**src/rtl/fusion_pkg.sv**
```systemverilog
// rtl/fusion_pkg.sv - shared types and constants for the cmac result packer
//
// Purpose: packer state encoding and the fp16/word widths used by the
// cmac result path.
package fusion_pkg;

  typedef enum logic [1:0] {
    IDLE    = 2'd0,
    COLLECT = 2'd1,
    FLUSH   = 2'd2,
    DONE    = 2'd3
  } packer_state_t;

  localparam int FP16_W = 16;
  localparam int WORD_W = 32;

  localparam logic [FP16_W-1:0] FP16_ZERO = 16'h0000;

endpackage

```
**src/rtl/sync_fifo.sv**
```systemverilog
// rtl/sync_fifo.sv - first-word-fall-through synchronous FIFO with clear
//
// Purpose: small word buffer between the packer and the write-back pipe.
// Ports:
//   clk, rst     clock, synchronous active-high reset
//   clear        drops all buffered words (priority over push/pop)
//   push         write push_data; accepted if not full or popping this cycle
//   push_data    word to store
//   pop          consume the head word (ignored when empty)
//   pop_data     head word, zero when empty
//   count        words currently held
//   full         count == DEPTH
module sync_fifo #(
  parameter int WIDTH = 32,
  parameter int DEPTH = 16
) (
  input  logic                       clk,
  input  logic                       rst,
  input  logic                       clear,
  input  logic                       push,
  input  logic [WIDTH-1:0]           push_data,
  input  logic                       pop,
  output logic [WIDTH-1:0]           pop_data,
  output logic [$clog2(DEPTH):0]     count,
  output logic                       full
);

  localparam int AW = $clog2(DEPTH);
  localparam int CW = AW + 1;

  logic [WIDTH-1:0] mem [DEPTH];
  logic [AW-1:0]    wr_ptr;
  logic [AW-1:0]    rd_ptr;
  logic             empty;
  logic             do_push;
  logic             do_pop;

  assign empty = (count == '0);
  assign full  = (count == CW'(DEPTH));

  // A pop in the same cycle frees a slot, so a full FIFO can still accept.
  assign do_pop  = pop && !empty && !clear;
  assign do_push = push && (!full || do_pop) && !clear;

  assign pop_data = empty ? '0 : mem[rd_ptr];

  always_ff @(posedge clk) begin
    if (do_push) begin
      mem[wr_ptr] <= push_data;
    end
  end

  always_ff @(posedge clk) begin
    if (rst || clear) begin
      wr_ptr <= '0;
      rd_ptr <= '0;
      count  <= '0;
    end else begin
      if (do_push) begin
        wr_ptr <= wr_ptr + AW'(1);
      end
      if (do_pop) begin
        rd_ptr <= rd_ptr + AW'(1);
      end
      case ({do_push, do_pop})
        2'b10:   count <= count + CW'(1);
        2'b01:   count <= count - CW'(1);
        default: count <= count;
      endcase
    end
  end

endmodule

```
**src/rtl/cmac_result_packer.sv**
```systemverilog
// rtl/cmac_result_packer.sv - packs cmac fp16 results into 32-bit write-back words
//
// Purpose: captures one fp16 result per rising edge of conv_valid, pairs
// results into words (earlier result in [15:0]), buffers them and streams
// them out over a valid/ready handshake; tracks the per-layer count.
// Ports:
//   clk, rst       clock, synchronous active-high reset
//   layer_start    pulse; re-arms for a new layer of total_num results
//   total_num      results expected this layer (sampled on layer_start)
//   conv_valid     cmac completion level; acted on at its rising edge
//   result         fp16 result valid while conv_valid is high
//   wr_data        packed head word
//   wr_valid       wr_data holds a buffered word
//   wr_ready       sink accepts the word
//   fifo_count     words buffered
//   results_seen   results captured this layer
//   layer_done     high once the layer is fully drained
//   err_overflow   sticky; a word was dropped on a full FIFO
module cmac_result_packer
  import fusion_pkg::*;
#(
  parameter int DEPTH = 16,
  parameter int CNT_W = 32
) (
  input  logic                      clk,
  input  logic                      rst,
  input  logic                      layer_start,
  input  logic [CNT_W-1:0]          total_num,
  input  logic                      conv_valid,
  input  logic [FP16_W-1:0]         result,
  output logic [WORD_W-1:0]         wr_data,
  output logic                      wr_valid,
  input  logic                      wr_ready,
  output logic [$clog2(DEPTH):0]    fifo_count,
  output logic [CNT_W-1:0]          results_seen,
  output logic                      layer_done,
  output logic                      err_overflow
);

  packer_state_t     state;
  logic              conv_d;
  logic [CNT_W-1:0]  total_q;
  logic [CNT_W-1:0]  seen_q;
  logic              half_q;
  logic [FP16_W-1:0] low_half;
  logic              done_q;
  logic              err_q;

  logic              cap;
  logic              take;
  logic              last;
  logic              push;
  logic [WORD_W-1:0] push_data;
  logic              pop;
  logic              full;
  logic              drop;

  assign cap = conv_valid && !conv_d;

  // layer_start wins over a coincident capture; captures past the
  // expected total are ignored.
  assign take = (state == COLLECT) && cap && !layer_start && (seen_q != total_q);
  assign last = ((seen_q + CNT_W'(1)) == total_q);

  always_comb begin
    push      = 1'b0;
    push_data = '0;
    if (take) begin
      if (half_q) begin
        push      = 1'b1;
        push_data = {result, low_half};
      end else if (last) begin
        // Odd total: the final result goes out alone, upper half zeroed.
        push      = 1'b1;
        push_data = {FP16_ZERO, result};
      end
    end
  end

  assign pop  = wr_valid && wr_ready;
  assign drop = push && full && !pop;

  sync_fifo #(
    .WIDTH (WORD_W),
    .DEPTH (DEPTH)
  ) u_fifo (
    .clk       (clk),
    .rst       (rst),
    .clear     (layer_start),
    .push      (push),
    .push_data (push_data),
    .pop       (pop),
    .pop_data  (wr_data),
    .count     (fifo_count),
    .full      (full)
  );

  assign wr_valid     = (fifo_count != '0);
  assign results_seen = seen_q;
  assign layer_done   = done_q;
  assign err_overflow = err_q;

  always_ff @(posedge clk) begin
    if (rst) begin
      state    <= IDLE;
      conv_d   <= 1'b0;
      total_q  <= '0;
      seen_q   <= '0;
      half_q   <= 1'b0;
      low_half <= '0;
      done_q   <= 1'b0;
      err_q    <= 1'b0;
    end else begin
      conv_d <= conv_valid;
      if (layer_start) begin
        total_q <= total_num;
        seen_q  <= '0;
        half_q  <= 1'b0;
        err_q   <= 1'b0;
        if (total_num == '0) begin
          state  <= DONE;
          done_q <= 1'b1;
        end else begin
          state  <= COLLECT;
          done_q <= 1'b0;
        end
      end else begin
        if (drop) begin
          err_q <= 1'b1;
        end
        case (state)
          COLLECT: begin
            if (take) begin
              seen_q <= seen_q + CNT_W'(1);
              if (half_q) begin
                half_q <= 1'b0;
              end else if (!last) begin
                low_half <= result;
                half_q   <= 1'b1;
              end
              if (last) begin
                state <= FLUSH;
              end
            end
          end
          FLUSH: begin
            if (fifo_count == '0) begin
              state  <= DONE;
              done_q <= 1'b1;
            end
          end
          default: ;
        endcase
      end
    end
  end

endmodule

```
**config.mk**
```make
export PLATFORM = sky130hd
export DESIGN_NAME = cmac_result_packer
export DESIGN_NICKNAME = d
export VERILOG_FILES = /design/src/rtl/fusion_pkg.sv /design/src/rtl/sync_fifo.sv /design/src/rtl/cmac_result_packer.sv
export SDC_FILE = /design/constraint.sdc
export NUM_CORES = 1
export LEC_CHECK = 0
export CAP_MARGIN = 25
export CORE_MARGIN = 4
export CORE_UTILIZATION = 45
export DETAILED_ROUTE_END_ITERATION = 7
export GPL_TIMING_DRIVEN = 0
export HOLD_SLACK_MARGIN = 0.15
export SETUP_SLACK_MARGIN = 0.2
export SLEW_MARGIN = 20
export SYNTH_ARGS = -nofsm -noshare
export SYNTH_HDL_FRONTEND = slang
export SYNTH_HIERARCHICAL = 1
export SYNTH_SLANG_ARGS = --single-unit
export TNS_END_PERCENT = 5
```
**constraint.sdc**
```tcl
create_clock -name clk -period 8.5 [get_ports clk]
set_input_delay 0.85 -clock clk [delete_from_list [all_inputs] [get_ports clk]]
set_output_delay 0.85 -clock clk [all_outputs]
set_load 0.01 [all_outputs]
```
==> impl_results.md, run 1 <==
- Clock Skew: 22.7 ps
- Initial antenna violation count: 3
- Synth unique cells: 69
- Outcome: completed
- Syn nets: 1572
- Die W: 246 um
- Leak: 9.62 nW
- CP arrival: 6160 ps
- Maximum clock frequency: 177 MHz
- Die Y-Extent: 246 um
- CP endpoint kind: register
- Area of the die: 60700 um2
- Synth Instances: 1509
- Sequential-to-total area share from yosys stat: 68.2%
- Largest net degree at the start of global routing: 33
- TritonCTS buffer count: 66
- Most common cell after layout, fill and taps aside: edfxtp_1
- Core ar.: 56300 um2
- Hold Path End: low_half[10]
- Nature of the critical path startpoint: register
- Avg Cell Area, Syn: 16.9 um2
- Post-route DRC: 0
- Worst Hold Depth: 2
- Max-cap violation count: 0
- Largest cells by area after synthesis: edfxtp_1 (60%), mux4_2 (11%), dfxtp_1 (8.1%)
- Flop-to-flop setup slack: 2860 ps
- Mapped cell area: 25600 um2
- Cell taking the most area after synthesis: edfxtp_1
- CP Max Fanout: 11
- Final Cycle Share: 66.4%
- Post-synth EDFFs: 512
- Post-CTS setup buffer count: 0
- GPL Wtd Cong: 0.912
- Share of the synthesized area in the top cell type: 60.2%
- Worst Hold Class: reg2reg
- Post-CTS Hold Buffers: 0
- Register clock-pin slew on the reported worst setup and hold paths: 60 ps
- Layout area overhead: 18.6%
- Reg2Reg Depth: 18
- Final Hold Viols: 0
- 1st-pass router iterations: 5
- Clk Latency, worst-skew pair: 600 ps
- Number of port buffers: 124
- First-pass GRT wire length: 95200 um
- Vias: 14400
- RSZ-0062 raised after global routing: no
- Worst IR drop on VDD: 0.000167 V
- Root buffer cell: clkbuf_16
- Final worst slack: 2860 ps
- Post_cts resized: 0
- Number of global-route vias before repair: 15000
- GRT overflow: 0
- PwrDens: 205 nW/um2
- R2r endpoint: u_fifo/count[4]
- Detail Route Antenna Nets: 0
- #FFs+latches synth: 615
- Hold path startpoint: low_half[10]
- Worst relative slew slack: 40.9%
- Drt first-iter violations: 1001
- GRT Overall Usage: 21.2%
- Initial core utilization: 45.4%
- Via density: 5.69
- WP data required: 9020 ps
- Bufs on Longest Clock Path: 3
- Setup WS pre-CTS: 2900 ps
- Final Instance Count excl. Fillers: 2531
- Wirelength, routed: 63700 um
- Detailed placement HPWL: 44200 um
- Final net count: 1785
- Worst hold slack: 482 ps
- Post-synth ARST share: 0%
- Final setup fails: 0
- CTS tree: built
- H-Tree Level Count: 3
- Avg WL per Cell: 25.2 um
- Layout cells sized above 1: 19.1%
- Minimum clock period: 5640 ps
- Most frequent cells in the layout: edfxtp_1 (512), mux4_2 (128), clkdlybuf4s50_1 (124)
- Num ports: 125
- Crit Path Class: reg2reg
- Worst Tran Pin Value: 878 ps
- Crit Reg-Reg Startpoint: results_seen[7]
- Ys flop type: edfxtp_1
- Fin. max-slew vios: 0
- Sink Count: 615
- DP Cell Count: 2410
- YS warnings: 6
- FP Rows: 87
## flip-flops by register name, indices dropped and copies added (netlist names), 2 cells and up, named ones only
name,count
u_fifo/rd_ptr,4
u_fifo/count,5
total_q,32
u_fifo/wr_ptr,4
low_half,16
u_fifo/mem,512
results_seen,32
state,2
## area by class of cell
cell class              instances  area [um2]
fillers                      4563       26000
clock buffers                  83        1800
well taps                     756         946
diodes                          1        2.50
multi-input cells             787        7630
flip-flops and latches        615       17400
plain buffers                  92         484
inverters                      15        56.3
clock inverters                37         364
repair buffers                145        1600
## layer usage
| metal | GRT usage (%) | share of wire [%] | vias up |
|---|---|---|---|
| met1 | 28.3 | 42 | 7490 |
| met5 | 0 | 0.041 | - |
| met3 | 3.86 | 5.5 | 73 |
| met4 | 5.59 | 1.8 | 4 |
| li1 | - | - | 6393 |
| met2 | 36.3 | 50 | 434 |
## per-stage QoR
step	utilization [%]	setup TNS, ps	total power [W]	cell area, um2
5_1_grt	53.9	0	0.00643	30300
3_5_place_dp	50.0	0	0.00342	28200
4_1_cts	53.9	0	0.00629	30300
3_3_place_gp	49.3	-84010	0.00342	27700
2_1_floorplan	-	0	0.00336	25600
6_report	53.9	0	0.00621	30300
## cell families (layout without fill, tap and decap cells)
kind of cell | Yosys count | after routing | synth area share (%)
AOI/OAI and AO/OA | 108 | 108 | 3.53
xor gates and xnor gates | 88 | 88 | 3.05
adders and majority gates | 10 | 10 | 0.490
buffers and inverters | 107 | 372 | 2.12
DFF | 615 | 615 | 68.2
muxes | 213 | 213 | 14.6
other | 0 | 1 | 0
and+or+nand+nor | 368 | 368 | 7.97
## report_power, final
| part | total, W | leakage (nW) | switching, W | internal (W) |
|---|---|---|---|---|
| registers | 0.00324 | 5.35 | 0.0000107 | 0.00323 |
| logic | 0.000119 | 3.20 | 0.0000646 | 0.0000545 |
| clock network | 0.00285 | 1.07 | 0.00116 | 0.00169 |
## cells in the mapped netlist, types with 4 or more instances
library cell,number
nand4_1,25
buf_4,6
nand3_1,28
a22o_1,6
or3_1,5
mux2i_1,84
and3_1,26
a221o_1,32
nor2b_1,39
and2_1,15
clkbuf_1,39
ha_1,10
o211ai_1,4
inv_1,15
and4_1,6
mux4_2,128
buf_1,4
xor2_1,53
a22o_2,10
nor4_1,18
or4_1,5
buf_2,33
xnor2_1,34
edfxtp_1,512
nand2_1,31
dfxtp_1,103
buf_6,10
o21ai_0,9
nand2b_1,35
nor3b_1,6
nor3_1,8
a21oi_1,14
nor2_1,97
## critical path: stages, from the launching register on
cell and delay (ps):
dfxtp_1 380, clkbuf_1 390, nand4_1 230, nor4_1 720, nand4_1 200, xnor2_1 180, or4_1 530, nor4_1 490
a21oi_1 230, nor2_1 260, o311ai_2 170, buf_4 230, ha_1 320, xor2_1 180, ha_1 210, a21oi_1 220
a221oi_1 160, or4_1 420, nand4_1 80
## how the worst max path moves through the flow
stage | start | endpoint
floorplan | results_seen[7] | u_fifo/mem[3][0]
global placement | results_seen[7] | u_fifo/mem[3][12]
detailed placement | results_seen[7] | u_fifo/mem[3][13]
CTS | results_seen[7] | u_fifo/mem[3][15]
global route | results_seen[7] | u_fifo/count[4]
finish | results_seen[7] | u_fifo/count[4]
(Power assumes the default switching activity.)
==> run 2: changes to the inputs <==
==> constraint.sdc (replaced) <==
create_clock -name clk -period 4.8 [get_ports clk]
set_input_delay 0.48 -clock clk [delete_from_list [all_inputs] [get_ports clk]]
set_output_delay 0.48 -clock clk [all_outputs]
set_load 0.01 [all_outputs]
==> impl_results.md, run 2 (synthesis results as in run 1) <==
- Bufs on Longest Clock Path: 3 (unchanged)
- Sequential cell fraction of total power: 52.4% (+0.2 points)
- Initial antenna violation count: 2 (-1)
- Layout area overhead: 19.6%
- Maximum clock frequency: 219 MHz (+24%)
- Worst Hold Class: reg2reg
- Area of the die: 60700 um2 (unchanged)
- Switching share of power: 19.6% (-0.26 points)
- FP Rows: 87 (unchanged)
- Clock power share: 45.6% (-0.3 points)
- Register clock-pin slew on the reported worst setup and hold paths: 60 ps (about the same)
- Core ar.: 56300 um2 (unchanged)
- H-Tree Level Count: 3 (unchanged)
- Post-CTS Hold Buffers: 0 (unchanged)
- Minimum clock period: 4570 ps (-1080 ps)
- RSZ-0062 raised after global routing: yes
- Vias: 14300 (-0.86%)
- Post-Layout Inst Area: 30600 um2 (+0.84%)
- Reg2Reg Depth: 17 (-1)
- Avg WL per Cell: 24.9 um (-1.1%)
- Critical Path Slowest Stage Cell: or4_4
- R2r endpoint: u_fifo/count[4]
- CP Max Fanout: 11 (unchanged)
- Most common cell after layout, fill and taps aside: edfxtp_1
- GRT overflow: 0 (unchanged)
- CP endpoint kind: register
- TritonCTS buffer count: 67 (+1.5%)
- Sw Pwr: 0.00215 W (+74%)
- Worst hold slack: 480 ps (-2.93 ps)
- GPL Wtd Cong: 0.869 (-4.6%)
- Die W: 246 um (unchanged)
- Total internal power: 0.00880 W (+77%)
- Hold Path End: low_half[3]
- WP data required: 5310 ps (-3710 ps)
- Nature of the critical path startpoint: register
- PwrDens: 358 nW/um2 (+75%)
- Final worst slack: 234 ps (-2620 ps)
- CP arrival: 5070 ps (-1090 ps)
- Final setup fails: 0 (unchanged)
- DP Cell Count: 2407 (-0.12%)
- Post-route DRC: 0 (unchanged)
- Clock Skew: 24.3 ps (+1.58 ps)
- Number of port buffers: 124 (unchanged)
- Final net count: 1789 (+0.22%)
- Most flops, register: u_fifo/mem
- Fin. max-slew vios: 0 (unchanged)
- Worst IR drop on VDD: 0.000234 V (+40%)
- Number of global-route vias before repair: 14800 (-1.1%)
- Final Hold Viols: 0 (unchanged)
- Sum Neg Setup Slack: 0 ps (unchanged)
- 1st-pass router iterations: 5 (unchanged)
- Largest net degree at the start of global routing: 24 (-27%)
- Clk Latency, worst-skew pair: 590 ps (about the same)
- Initial core utilization: 45.4% (unchanged)
- First-pass GRT wire length: 94300 um (-0.94%)
- Worst Hold Depth: 2 (unchanged)
- Detailed placement HPWL: 44300 um (+0.27%)
- CTS tree: built
- Max reg flops: 512 (unchanged)
- Hold path startpoint: low_half[3]
- Fill cells: 4568 (+0.11%)
- Crit path cell chain: buf_4 > and4_4 > nand4_1 > mux2i_1 > o311ai_1 > or4_4 > nor4_4 > a21oi_2 > nor2_2 > o311ai_2 > buf_4 > ha_2 > ha_1 > nor3b_1 > a221oi_2 > or4_1 > nand4_1
- Max-cap violation count: 0 (unchanged)
- Worst Tran Pin Value: 883 ps (+4.32 ps)
- Root buffer cell: clkbuf_16
- Flop-to-flop setup slack: 230 ps (-2620 ps)
- Die Y-Extent: 246 um (unchanged)
- CP max stage delay: 590 ps (-130 ps)
- Sink Count: 615 (unchanged)
- Most frequent cells in the layout: edfxtp_1 (512), mux4_2 (128), clkdlybuf4s50_1 (124)
- Final Instance Count excl. Fillers: 2536 (+0.20%)
- Via density: 5.63 (-1.1%)
- Crit Path Class: reg2reg
- Leak: 9.78 nW (+1.7%)
- Detail Route Antenna Nets: 0 (unchanged)
- Drt first-iter violations: 1088 (+8.7%)
- Setup WS pre-CTS: -800 ps (-3700 ps)
- Layout cells sized above 1: 20.4% (+1.3 points)
- GRT Overall Usage: 21.0% (-0.28 points)
- Outcome: completed
- Num ports: 125 (unchanged)
- Final Cycle Share: 95.1% (+29 points)
- Comb pwr share: 2.0% (about the same)
- Wirelength, routed: 63100 um (-0.89%)
- Worst relative slew slack: 40.8% (-0.14 points)
- Placed Area: 28200 um2 (+0.15%)
- Crit Reg-Reg Startpoint: results_seen[18]
-- run 2: what timing repair did --
item	in CTS	in global routing
setup endpoints to repair	517	245
pin swaps	5	1
setup buffers	4	2
gates resized for setup	33	20
-- run 2: per-stage QoR --
step	power, W	utilization, %
after global routing	0.0113	54.3
final	0.0110	54.3
after global placement	0.00606	49.3
after detailed placement	0.00606	50.1
after floorplan	0.00595	-
after CTS	0.0111	54.2
-- run 2: per-layer routing --
metal  up-vias  wire length [um]  global-route usage, %
met5         -                 9                      0
met4         2               981                   5.14
met3        65              3260                   3.41
met2       400             31900                   35.8
met1      7403             27000                   28.4
li1       6400                 -                      -
-- run 2: power by group through the flow --
stage,Sequential [W],Clock (W),Combinational (W)
after global routing,0.00574,0.00536,0.000232
final,0.00574,0.00500,0.000215
after floorplan,0.00585,0,0.000107
after CTS,0.00574,0.00511,0.000214
after detailed placement,0.00585,0,0.000210
after global placement,0.00585,0,0.000209
-- run 2: area by class of cell --
cell class	count	area, um2	share of cell area (%)
sequential	615	17400	57.0
multi-input combinational	787	7790	25.5
clock buffer	86	1800	5.89
timing repair buffer	148	1680	5.51
tap	756	946	3.09
buffer	92	509	1.67
clock inverter	34	339	1.11
inverter	15	56.3	0.184
antenna	3	7.51	0.0246
-- run 2: worst max-delay path: cells and delay by family (launching register included) --
kind | cells | cell delay, ps
flops | 1 | 350
compound gates | 4 | 530
simple gates | 8 | 2330
mux | 1 | 290
fa+ha+maj | 2 | 590
buf+inv | 2 | 410
-- run 2: worst max path at each step --
stage	end	cells past startpoint	slack [ps]	startpoint
2_1_floorplan	u_fifo/mem[12][0]	12	-100	results_seen[7]
3_3_place_gp	u_fifo/mem[12][13]	12	-2670	results_seen[7]
3_5_place_dp	u_fifo/count[4]	18	-800	results_seen[7]
4_1_cts	u_fifo/mem[3][7]	14	190	results_seen[18]
5_1_grt	u_fifo/count[4]	17	6	results_seen[7]
6_report	u_fifo/count[4]	17	230	results_seen[18]
==> run 3: changes to the inputs <==
--- a/config.mk
+++ b/config.mk
@@ -6,7 +6,6 @@
 export NUM_CORES = 1
 export LEC_CHECK = 0
 export CAP_MARGIN = 25
-export CORE_MARGIN = 4
 export CORE_UTILIZATION = 45
 export DETAILED_ROUTE_END_ITERATION = 7
 export GPL_TIMING_DRIVEN = 0
==> impl_results.md, run 3 (synthesis results as in run 1) <==
- Outcome: completed
- Max reg flops: 512 (unchanged)
- Final worst slack: 345 ps (+111 ps)
- DP Cell Count: 2400 (-0.29%)
- Post-route DRC: 0 (unchanged)
- Layout cells sized above 1: 21.2% (+0.84 points)
- PwrDens: 357 nW/um2 (-0.28%)
- 1st-pass router iterations: 5 (unchanged)
- Post-Layout Inst Area: 30500 um2 (about the same)
- Initial antenna violation count: 4 (+2)
- Detail Route Antenna Nets: 0 (unchanged)
- CP endpoint kind: register
- Largest net degree at the start of global routing: 23 (-4.2%)
- Num ports: 125 (unchanged)
- Crit Path Class: reg2reg
- Worst IR drop on VDD: 0.000227 V (-3.3%)
- Vias: 14400 (+1.2%)
- Core ar.: 55600 um2 (-1.1%)
- Crit path from: results_seen[6]
- Fin. max-slew vios: 0 (unchanged)
- Number of global-route vias before repair: 15000 (+1.0%)
- Via density: 5.70 (+1.2%)
- Most flops, register: u_fifo/mem
- Placed Area: 28100 um2 (-0.24%)
- Clk Latency, worst-skew pair: 610 ps (+20 ps)
- Sum Neg Setup Slack: 0 ps (unchanged)
- Die Y-Extent: 240 um (-2.4%)
- Detailed placement HPWL: 43900 um (-0.96%)
- Final Hold Viols: 0 (unchanged)
- Wirelength, routed: 64200 um (+1.7%)
- Worst Tran Pin Value: 1020 ps (+138 ps)
- Setup WS pre-CTS: -851 ps (-51.4 ps)
- CTS tree: built
- Number of port buffers: 124 (unchanged)
- GRT overflow: 0 (unchanged)
- Fin util: 54.9% (+0.58 points)
- Area of the die: 57700 um2 (-4.8%)
- TritonCTS buffer count: 67 (unchanged)
- Minimum clock period: 4460 ps (-111 ps)
- Worst Hold Class: reg2reg
- N_diodes: 0 (-3)
- Layout area overhead: 19.5% (about the same)
- H-Tree Level Count: 3 (unchanged)
- Most common cell after layout, fill and taps aside: edfxtp_1
- Avg WL per Cell: 25.3 um (+1.7%)
- Initial core utilization: 45.9% (+0.53 points)
- Maximum clock frequency: 224 MHz (+2.5%)
- Final net count: 1796 (+0.39%)
- GRT Overall Usage: 22.7% (+1.7 points)
- RSZ-0062 raised after global routing: no
- Max-cap violation count: 0 (unchanged)
- Final Instance Count excl. Fillers: 2535 (-0.039%)
- Most frequent cells in the layout: edfxtp_1 (512), mux4_2 (128), clkdlybuf4s50_1 (124)
- Post-CTS Hold Buffers: 0 (unchanged)
- Crit Reg-Reg Startpoint: results_seen[6]
- Root buffer cell: clkbuf_16
- Leak: 9.80 nW (+0.19%)
- Worst relative slew slack: 31.9% (-8.8 points)
- Bufs on Longest Clock Path: 3 (unchanged)
- Nature of the critical path startpoint: register
- CP Max Fanout: 21 (+10)
- WP data required: 5090 ps (-220 ps)
- CP arrival: 4750 ps (-320 ps)
- Final Cycle Share: 92.8% (-2.3 points)
- Sink Count: 615 (unchanged)
- Register clock-pin slew on the reported worst setup and hold paths: 60 ps (about the same)
- GPL Wtd Cong: 0.836 (-3.8%)
- Drt first-iter violations: 1193 (+9.7%)
- Clock Skew: 20.4 ps (-3.95 ps)
- Die W: 240 um (-2.4%)
- FP Rows: 86 (-1.1%)
- Hold path startpoint: err_overflow
- Final setup fails: 0 (unchanged)
- First-pass GRT wire length: 94800 um (+0.57%)
==> run 3: cell count changes in the layout (fill, tap and decap cells not counted), moves of 5 or more <==
cell and delta:
buf_16 -9, buf_12 +9, clkbuf_1 +5, clkbuf_8 +6
clkinv_1 -7
==> run 3: where the power goes <==
| part | internal [W] | switching (W) |
|---|---|---|
| sequential | 0.00572 | 0.0000207 |
| clock | 0.00288 | 0.00207 |
| combinational | 0.0000992 | 0.000119 |
| total | 0.00870 | 0.00221 |
==> run 3: area by class of cell <==
class                           count  area, um2
Clock inverter                     27        226
Tap cell                          748        936
Buffer                             92        517
Timing Repair Buffer              155       1670
Clock buffer                       96       1900
Multi-Input combinational cell    787       7800
Inverter                           15       56.3
Fill cell                        4456      25100
Sequential cell                   615      17400
==> run 3: critical path, stage by stage, from the launching register on <==
cell and delay, ps:
dfxtp_1 370, clkbuf_4 200, nand4_1 220, nor4_4 310
buf_4 190, buf_6 130, nand4_1 90, xor2_1 230
nand4_1 240, nor4_4 330, a21oi_2 130, nor2_2 180
o311ai_2 140, buf_4 230, nor3b_1 480, and2_4 420
buf_12 230
==> run 3: repair_timing <==
action	CTS	global route
pin swaps	5	8
buffers inserted	6	5
setup endpoints to repair	517	391
resized for setup	24	33
cloned	0	1
==> run 3: through the flow <==
step                hold slack, ps  power [W]
floorplan                      449    0.00595
global placement               436    0.00606
detailed placement             456    0.00606
CTS                            469     0.0110
global route                   491     0.0112
finish                         470     0.0109
==> run 3: final timing paths <==
path | endpoint | slack [ps] | depth (start not counted)
worst max-delay path | u_fifo/mem[9][12] | 340 | 16
worst min-delay path | err_overflow | 470 | 2
worst max register to register | u_fifo/mem[9][12] | 340 | 16
worst min register to register | err_overflow | 470 | 2
==> run 3: routing by layer <==
layer | wire, um | track usage (%) | vias up | part of all wire [%]
met5 | 29 | 0 | - | 0.045
met4 | 1390 | 7.18 | 6 | 2.2
met3 | 3420 | 3.51 | 90 | 5.3
met2 | 32100 | 38.6 | 410 | 50
met1 | 27200 | 29.9 | 7510 | 42
li1 | - | - | 6423 | -
